===== src/rtl/rrf_alloc_ctrl.sv =====
`default_nettype none
// ============================================================================
// Module   : rrf_alloc_ctrl
// Purpose  : Allocation controller for rename register file (RRF) entries.
//            Grants up to two rrftags per cycle to dispatch in circular
//            order, reclaims up to two entries per cycle on ROB commit, and
//            discards all speculative allocations on a branch mispredict.
// Ports    :
//   clk_i, reset_n_i         clock (rising edge), async active-low reset
//   req1_i, req2_i           dispatch slots needing a destination rrftag
//   dp_valid_i               dispatch group valid
//   allocatable_o            enough free entries for the current request
//   alloc_fire_o             allocation performed this cycle
//   rrftag1_o, rrftag2_o     tags granted to slot 1 / slot 2
//   rrfptr_o, nextrrfcyc_o   next tag to allocate and its wrap-parity bit
//   com_num_i                entries retired by the ROB this cycle (0..2)
//   comptr_o                 oldest uncommitted tag
//   prmiss_i                 mispredict flush
//   used_cnt_o               entries currently allocated (0..RRF_NUM)
// Revision : 1.0 - initial release
// ============================================================================
module rrf_alloc_ctrl #(
  parameter int RRF_SEL = 6,
  parameter int RRF_NUM = 64   // must equal 2**RRF_SEL
) (
  input  logic               clk_i,
  input  logic               reset_n_i,
  input  logic               req1_i,
  input  logic               req2_i,
  input  logic               dp_valid_i,
  output logic               allocatable_o,
  output logic               alloc_fire_o,
  output logic [RRF_SEL-1:0] rrftag1_o,
  output logic [RRF_SEL-1:0] rrftag2_o,
  output logic [RRF_SEL-1:0] rrfptr_o,
  output logic               nextrrfcyc_o,
  input  logic [1:0]         com_num_i,
  output logic [RRF_SEL-1:0] comptr_o,
  input  logic               prmiss_i,
  output logic [RRF_SEL:0]   used_cnt_o
);

  localparam logic [RRF_SEL:0] c_RRF_NUM = (RRF_SEL+1)'(RRF_NUM);

  logic [RRF_SEL-1:0] r_rrfptr;
  logic [RRF_SEL-1:0] r_comptr;
  logic               r_nextrrfcyc;
  logic               r_comcyc;
  logic [RRF_SEL:0]   r_used_cnt;

  logic [1:0]         w_nreq;
  logic [RRF_SEL:0]   w_free;
  logic               w_allocatable;
  logic               w_fire;
  logic [RRF_SEL:0]   w_ptr_sum;   // carry bit marks a wrap of rrfptr
  logic [RRF_SEL:0]   w_com_sum;   // carry bit marks a wrap of comptr
  logic [1:0]         w_add;
  logic [RRF_SEL+1:0] w_used_sum;
  logic [RRF_SEL+1:0] w_com_ext;
  logic [RRF_SEL:0]   w_used_next;

  assign w_nreq        = {1'b0, req1_i} + {1'b0, req2_i};
  // Same-cycle frees are deliberately not credited: the stall is conservative
  // and does not depend on the commit path timing.
  assign w_free        = c_RRF_NUM - r_used_cnt;
  assign w_allocatable = (w_free >= (RRF_SEL+1)'(w_nreq));
  assign w_fire        = dp_valid_i & w_allocatable & ~prmiss_i & (w_nreq != 2'd0);

  // Because RRF_NUM is a power of two, the carry out of the tag-width add is
  // exactly the "crossed RRF_NUM" condition.
  assign w_ptr_sum = {1'b0, r_rrfptr} + (RRF_SEL+1)'(w_nreq);
  assign w_com_sum = {1'b0, r_comptr} + (RRF_SEL+1)'(com_num_i);

  assign w_add      = w_fire ? w_nreq : 2'd0;
  assign w_used_sum = {1'b0, r_used_cnt} + (RRF_SEL+2)'(w_add);
  assign w_com_ext  = (RRF_SEL+2)'(com_num_i);

  // Over-commit is illegal upstream; clamp at zero rather than wrapping.
  always_comb begin
    w_used_next = '0;
    if (w_used_sum >= w_com_ext) begin
      w_used_next = RRF_SEL'(0) + (RRF_SEL+1)'(w_used_sum - w_com_ext);
    end
  end

  always_ff @(posedge clk_i or negedge reset_n_i) begin
    if (!reset_n_i) begin
      r_rrfptr     <= '0;
      r_comptr     <= '0;
      r_nextrrfcyc <= 1'b0;
      r_comcyc     <= 1'b0;
      r_used_cnt   <= '0;
    end else begin
      // Commits apply regardless of flush.
      r_comptr <= w_com_sum[RRF_SEL-1:0];
      r_comcyc <= r_comcyc ^ w_com_sum[RRF_SEL];
      if (prmiss_i) begin
        // Roll the allocation pointer back to the post-commit oldest entry;
        // everything younger is speculative and is dropped.
        r_rrfptr     <= w_com_sum[RRF_SEL-1:0];
        r_nextrrfcyc <= r_comcyc ^ w_com_sum[RRF_SEL];
        r_used_cnt   <= '0;
      end else begin
        if (w_fire) begin
          r_rrfptr     <= w_ptr_sum[RRF_SEL-1:0];
          r_nextrrfcyc <= r_nextrrfcyc ^ w_ptr_sum[RRF_SEL];
        end
        r_used_cnt <= w_used_next;
      end
    end
  end

  assign allocatable_o = w_allocatable;
  assign alloc_fire_o  = w_fire;
  assign rrftag1_o     = r_rrfptr;
  // Slot 2 takes the second tag only when slot 1 also consumed one.
  assign rrftag2_o     = req1_i ? (r_rrfptr + RRF_SEL'(1)) : r_rrfptr;
  assign rrfptr_o      = r_rrfptr;
  assign nextrrfcyc_o  = r_nextrrfcyc;
  assign comptr_o      = r_comptr;
  assign used_cnt_o    = r_used_cnt;

endmodule
`default_nettype wire


===== config.mk =====
export PLATFORM = sky130hd
export DESIGN_NAME = rrf_alloc_ctrl
export DESIGN_NICKNAME = d
export VERILOG_FILES = /design/src/rtl/rrf_alloc_ctrl.sv
export SDC_FILE = /design/constraint.sdc
export NUM_CORES = 1
export LEC_CHECK = 0
export BUFFER_PORTS_ARGS = -buffer_cell sky130_fd_sc_hd__buf_2
export CAP_MARGIN = 10
export CORE_MARGIN = 5
export CORE_UTILIZATION = 40
export DETAILED_ROUTE_END_ITERATION = 16
export HOLD_SLACK_MARGIN = 0.05
export PLACE_DENSITY = 0.64
export SETUP_SLACK_MARGIN = 0.05
export SYNTH_ARGS = -nofsm -noshare
export SYNTH_HDL_FRONTEND = slang
export SYNTH_SLANG_ARGS = --single-unit

===== constraint.sdc =====
create_clock -name clk_i -period 5.7 [get_ports clk_i]
set_clock_uncertainty 0.15 [all_clocks]
set_input_delay 1.14 -clock clk_i [delete_from_list [all_inputs] [get_ports clk_i]]
set_output_delay 1.14 -clock clk_i [all_outputs]
set_load 0.01 [all_outputs]

==> flow_summary.toml, run 1 <==
[critical_path]
critical_path_arrival_ns = 5.06
worst_path_most_repeated_cell = "ha_1"
worst-path-buf-inv = 4
startpoint_type = "primary input"
rrSetupSlack_ns = 1.31
crit_chain = "buf_2, inv_1, ha_1, ha_1, nand2b_1, a211oi_2, a31oi_2, and2b_1, and2_1, ha_1, inv_1, fa_1, inv_1, ha_1, nor2b_1, nor3_1, mux2i_1, xnor2_1, nor2_1"
required_ns = 5.71
cp-end-kind = "flip-flop"
path_max_fanout = 11
cp_top_family = "adder cells"
crit_slowest_cell = "fa_1"
path_class = "in -> reg"
critPathMaxStageDelay_ns = 0.45

[synthesis]
synthSimpleGateAreaFrac = 0.188
synth_top_family_by_area = "simple AND/OR/NAND/NOR gates"
synth_xor_xnor_area_share = 0.0921
yosys.cell_types.count = 41
yosysWarnings = 0
synth.avg_cell_area_um2 = 9.35
synth_fp_nets = 209
yosys.area_share.adder = 0.149
syn_inst = 183
synth_compound_area_frac = 0.130
netlist_area_um2 = 1710
yosys-mux-area-fraction = 0.0365
synth_seq_cells = 21
synth_top_area_cell = "dfrtp_1"
yosys.area.top_type_share = 0.307
yosysSeqAreaShare = 0.307
synth.area.top_cells = "dfrtp_1 (31%), ha_1 (10%), xnor2_1 (5.6%)"

[clock_network]
holdBufCountCts = 0
numCtsBuffers = 3
cts_tree = "built"
cts-root-buf = "clkbuf_8"
cts_sinks = 21
cts.clk_slew.worst_paths_ns = 0.08
cts_resized = 0
htreeDepth = 1
clockBufferDepth = 2
clock_latency_ns = 0.26
post_cts_buffers = 0

[pwr]
switching_share = 0.466
ir_worst_vdd_mv = 0.162
p_sw_mw = 0.473
p_int_mw = 0.543
pwr-share-seq = 0.326
p_per_area_nw_per_um2 = 527
clockPowerShare = 0.099
p_leak_nw = 0.959
p_comb_frac = 0.575
total_power_mw = 1.02

[global_route]
grt_pass1_wl_um = 5950
grt_pass1_vias = 1245
grt_usage = 0.139
antenna_found_initial = 0
grt_max_degree = 22
grt.overflow.total = 0

[timing]
fmax_mhz = 198
final_max_slew_viol_count = 0
setup_tns_ns = 0
setup_viol = 0
rsz0062_at_grt = "no"
period_needed_ns = 5.06
finalCritPeriodShare = 0.887
hold_viol_final = 0
worst_slew_pin_slew_ns = 0.583
relSlewSlack = 0.610

[floorplanning]
die_h_um = 75.4
die_x_um = 75.4
start_util = 0.419
io_pins = 42
coreArea_um2 = 4090
rows = 23
dieArea_um2 = 5690

[routing]
dr.pass1.iters = 4
antenna_left = 0
routed_wl_um = 3630
wire_per_inst_um = 13.7
vias = 1355
vias_per_cell = 5.13
first_iter_violations = 47
drc_errors = 0

[final_layout]
drive_above_1_share = 0.248
postLayoutCoreUtil = 0.472
nets = 241
areaGrowthSynthToFinish_pct = 12.6
n_antenna_cell = 0

[job]
drv_cap = 0

[placed_design]
port_buffers = 41
place.gp.congestion = 0.776
dp_hpwl_um = 2880

[min_path]
hold_class = "reg -> reg"

[run_status]
status = "completed"
-- kinds of logic (layout without fill, tap and decap cells) --
group           after synthesis  after routing
xor+xnor                     18             18
buf+inv                      32             63
compound gates               27             27
fa+ha+maj                    18             18
flops                        21             21
simple gates                 61             61
mux                           6              6
-- cell type report --
class                   instances  area (µm²)
well taps                      50        62.6
inverters                      18        67.6
clock buffers                   3        41.3
flip-flops and latches         21         526
repair buffers                 41         205
clock inverters                 1        5.00
multi-input cells             130        1020
fillers                       406        2160
-- synth_stat cells, drive strengths merged --
library cell / count
and4bb: 1
xnor2: 11
nand2: 13
buf: 11
inv: 18
clkbuf: 3
a311oi: 2
a221o: 1
o2111ai: 1
a21oi: 4
a211oi: 1
nor3: 2
xor2: 7
a32oi: 1
ha: 14
nor2b: 5
a211o: 4
nand4: 5
a31oi: 1
a2111o: 2
fa: 4
nor2: 13
a311o: 1
mux2: 2
a31o: 2
nand2b: 4
nor3b: 2
dfrtp: 21
and2b: 1
o21ai: 4
nor4b: 1
and4b: 1
o311ai: 1
nand3: 9
and3b: 1
and2: 3
mux2i: 4
a21o: 2
-- final timing paths --
check,start,endpoint,cells after the start
worst max-delay path,req1_i,used_cnt_o[5],19
worst min-delay path,r_comcyc,r_comcyc,1
worst max register to register,used_cnt_o[0],used_cnt_o[5],17
worst min register to register,r_comcyc,r_comcyc,1
max in group asynchronous,reset_n_i,rrfptr_o[5],1
min in group asynchronous,reset_n_i,used_cnt_o[2],1
-- power by group through the flow --
stage	Clock [mW]	Combinational, mW	Sequential [mW]
after CTS	0.104	0.596	0.333
after detailed placement	0	0.590	0.336
after global placement	0	0.589	0.334
after floorplan	0	0.441	0.326
after global routing	0.112	0.666	0.350
final	0.100	0.584	0.331
-- metrics by stage --
stage	std cells	area (µm²)	hold WS [ns]	worst slack, ns
finish	264	1930	0.315	0.642
global route	264	1930	0.320	0.351
CTS	264	1930	0.316	0.613
detailed placement	260	1880	0.303	0.357
global placement	260	1880	0.302	0.437
floorplan	183	1710	0.286	0.589
-- per-layer routing --
metal / share of wire / track usage
met3: 0.055 / 0.0211
met1: 0.51 / 0.205
met5: 0 / 0
met2: 0.43 / 0.206
met4: 0.012 / 0.0466
-- flip-flops by register name (all words and copies together), names as in the netlist --
signal,count
used_cnt_o,7
comptr_o,6
rrfptr_o,6
nextrrfcyc_o,1
r_comcyc,1
-- placed cells by master (no fill, tap or decap), drive strengths merged, types with 2 or more instances in the layout --
cell / n
nand4: 5
a31o: 2
buf: 41
nand2b: 4
xnor2: 11
dfrtp: 21
nand3: 9
a21o: 2
o21ai: 4
nand2: 13
nor2: 13
a311oi: 2
and2: 3
mux2: 2
inv: 18
xor2: 7
a211o: 4
ha: 14
nor3: 2
nor3b: 2
a2111o: 2
nor2b: 5
fa: 4
clkbuf: 3
mux2i: 4
a21oi: 4
Power figures use the tool's default switching activity.
==> inputs of run 2 (changes only) <==
--- a/config.mk
+++ b/config.mk
@@ -11,7 +11,7 @@
 export CORE_UTILIZATION = 40
 export DETAILED_ROUTE_END_ITERATION = 16
 export HOLD_SLACK_MARGIN = 0.05
-export PLACE_DENSITY = 0.64
+export PLACE_DENSITY = 0.66
 export SETUP_SLACK_MARGIN = 0.05
 export SYNTH_ARGS = -nofsm -noshare
 export SYNTH_HDL_FRONTEND = slang
==> constraint.sdc (replaced) <==
create_clock -name clk_i -period 4.56 [get_ports clk_i]
set_clock_uncertainty 0.15 [all_clocks]
set_input_delay 0.912 -clock clk_i [delete_from_list [all_inputs] [get_ports clk_i]]
set_output_delay 0.912 -clock clk_i [all_outputs]
set_load 0.01 [all_outputs]
==> flow_summary.toml, run 2 (synthesis results as in run 1) <==
[routing]
dr_wl_met3_um = 235
drc_errors = 0
wl_met2_um = 1620
dr.pass1.iters = 4
vias_per_cell = 5.24
routed_wl_um = 3680
met1_length_um = 1780
wire_per_inst_um = 13.8
antenna_left = 0
vias = 1398
first_iter_violations = 47
highest_layer = "met4"

[clock_network]
holdBufCountCts = 0
cts_tree = "built"
cts_resized = 0
cts.clk_slew.worst_paths_ns = 0.08
post_cts_buffers = 0
numCtsBuffers = 3
clockBufferDepth = 2
clock_latency_ns = 0.26
cts_sinks = 21
htreeDepth = 1
cts-root-buf = "clkbuf_8"

[floorplanning]
coreArea_um2 = 4090
dieArea_um2 = 5690
die_h_um = 75.4
rows = 23
start_util = 0.419
io_pins = 42
die_x_um = 75.4

[run_status]
status = "completed"

[critical_path]
crit_chain = "buf_2, inv_1, ha_4, ha_4, nand2b_4, a211oi_4, a31oi_2, and2b_2, and2_1, ha_2, inv_2, fa_1, fa_2, mux2_4, a32oi_1, xor2_1, nor2_1"
worst-path-buf-inv = 3
cp-end-kind = "flip-flop"
reg2reg_from = "used_cnt_o[0]"
path_max_fanout = 4
path_class = "in -> reg"
worstSetupStartpoint = "req2_i"
cp_top_family = "adder cells"
startpoint_type = "primary input"
critPathMaxStageDelay_ns = 0.46
crit_slowest_cell = "fa_1"
worst_path_most_repeated_cell = "ha_4"
critical_path_arrival_ns = 4.29
required_ns = 4.56

[final_layout]
final_cell_mix = "buf_2 (41), dfrtp_1 (21), inv_1 (16)"
final_area_um2 = 2010
multi_input_area_um2 = 1070
n_antenna_cell = 0
nets = 244
areaGrowthSynthToFinish_pct = 17.3
final_common_cell = "buf_2"
instances_no_fill = 267
fillCellCount = 402
seqCellArea_um2 = 526
drive_above_1_share = 0.300
largest_reg_flops = 7

[placed_design]
place.gp.congestion = 0.831
dp_cells = 263
dp_hpwl_um = 2930
place_area_um2 = 1960
port_buffers = 41
detailedPlace.worstSlack_ns = -0.00444

[timing]
finalCritPeriodShare = 0.941
relSlewSlack = 0.684
worst_slew_pin_slew_ns = 0.475
setup_viol = 0
rsz0062_at_grt = "no"
fmax_mhz = 233
fin_ws_ns = 0.271
whs_ns = 0.312
period_needed_ns = 4.29
final_max_slew_viol_count = 0
hold_viol_final = 0

[min_path]
min_from = "r_comcyc"
hold_class = "reg -> reg"

[global_route]
antenna_found_initial = 0
grt_pass1_vias = 1289
grt_pass1_wl_um = 6160
grt_usage = 0.139
grt.overflow.total = 0
grt_max_degree = 22

[pwr]
total_power_mw = 1.31
p_per_area_nw_per_um2 = 654
p_leak_nw = 0.982
ir_worst_vdd_mv = 0.196

[job]
drv_cap = 0
run 2: changes by cell type in the layout (fill, tap and decap cells not counted), sizes merged:
cell	before	now
buf	41	44
run 2: where the power goes:
group | internal (mW) | switching (mW) | total (mW) | leakage [nW]
clock | 0.0608 | 0.0593 | 0.120 | 0.0255
sequential | 0.275 | 0.138 | 0.413 | 0.260
combinational | 0.369 | 0.410 | 0.779 | 0.697
total | 0.705 | 0.607 | 1.31 | 0.982
run 2: worst reg2reg max path: cells and delay by family, from the launching register on:
family | cells | cell delay, ns
fa+ha+maj | 5 | 1.72
compound gates | 3 | 0.62
flops | 1 | 0.45
simple gates | 3 | 0.42
mux | 1 | 0.31
buf+inv | 2 | 0.18
xor+xnor | 1 | 0.16
run 2: area by class of cell:
class                           count  area share
Inverter                           18      0.0349
Tap cell                           50      0.0312
Sequential cell                    21       0.262
Multi-Input combinational cell    130       0.536
Timing Repair Buffer               44       0.113
Clock buffer                        3      0.0206
Clock inverter                      1     0.00249
run 2: final timing paths:
path                       cells past startpoint       endpoint  slack [ns]
setup / recovery                              17  used_cnt_o[4]        0.27
hold / removal                                 1       r_comcyc        0.31
setup reg to reg                              15  used_cnt_o[4]        0.45
hold reg to reg                                1       r_comcyc        0.31
max in group asynchronous                      1    rrfptr_o[5]        3.48
min in group asynchronous                      1  used_cnt_o[3]        0.45
run 2: through the flow:
step / setup TNS, ns / util
global placement: 0 / 0.480
floorplan: 0 / -
finish: 0 / 0.491
detailed placement: -0.00444 / 0.480
CTS: 0 / 0.491
global route: 0 / 0.491
run 2: per-layer routing:
metal | global-route usage | vias to the layer above
li1 | - | 695
met1 | 0.211 | 654
met2 | 0.209 | 45
met3 | 0.00923 | 4
met4 | 0.0466 | 0
met5 | 0 | -
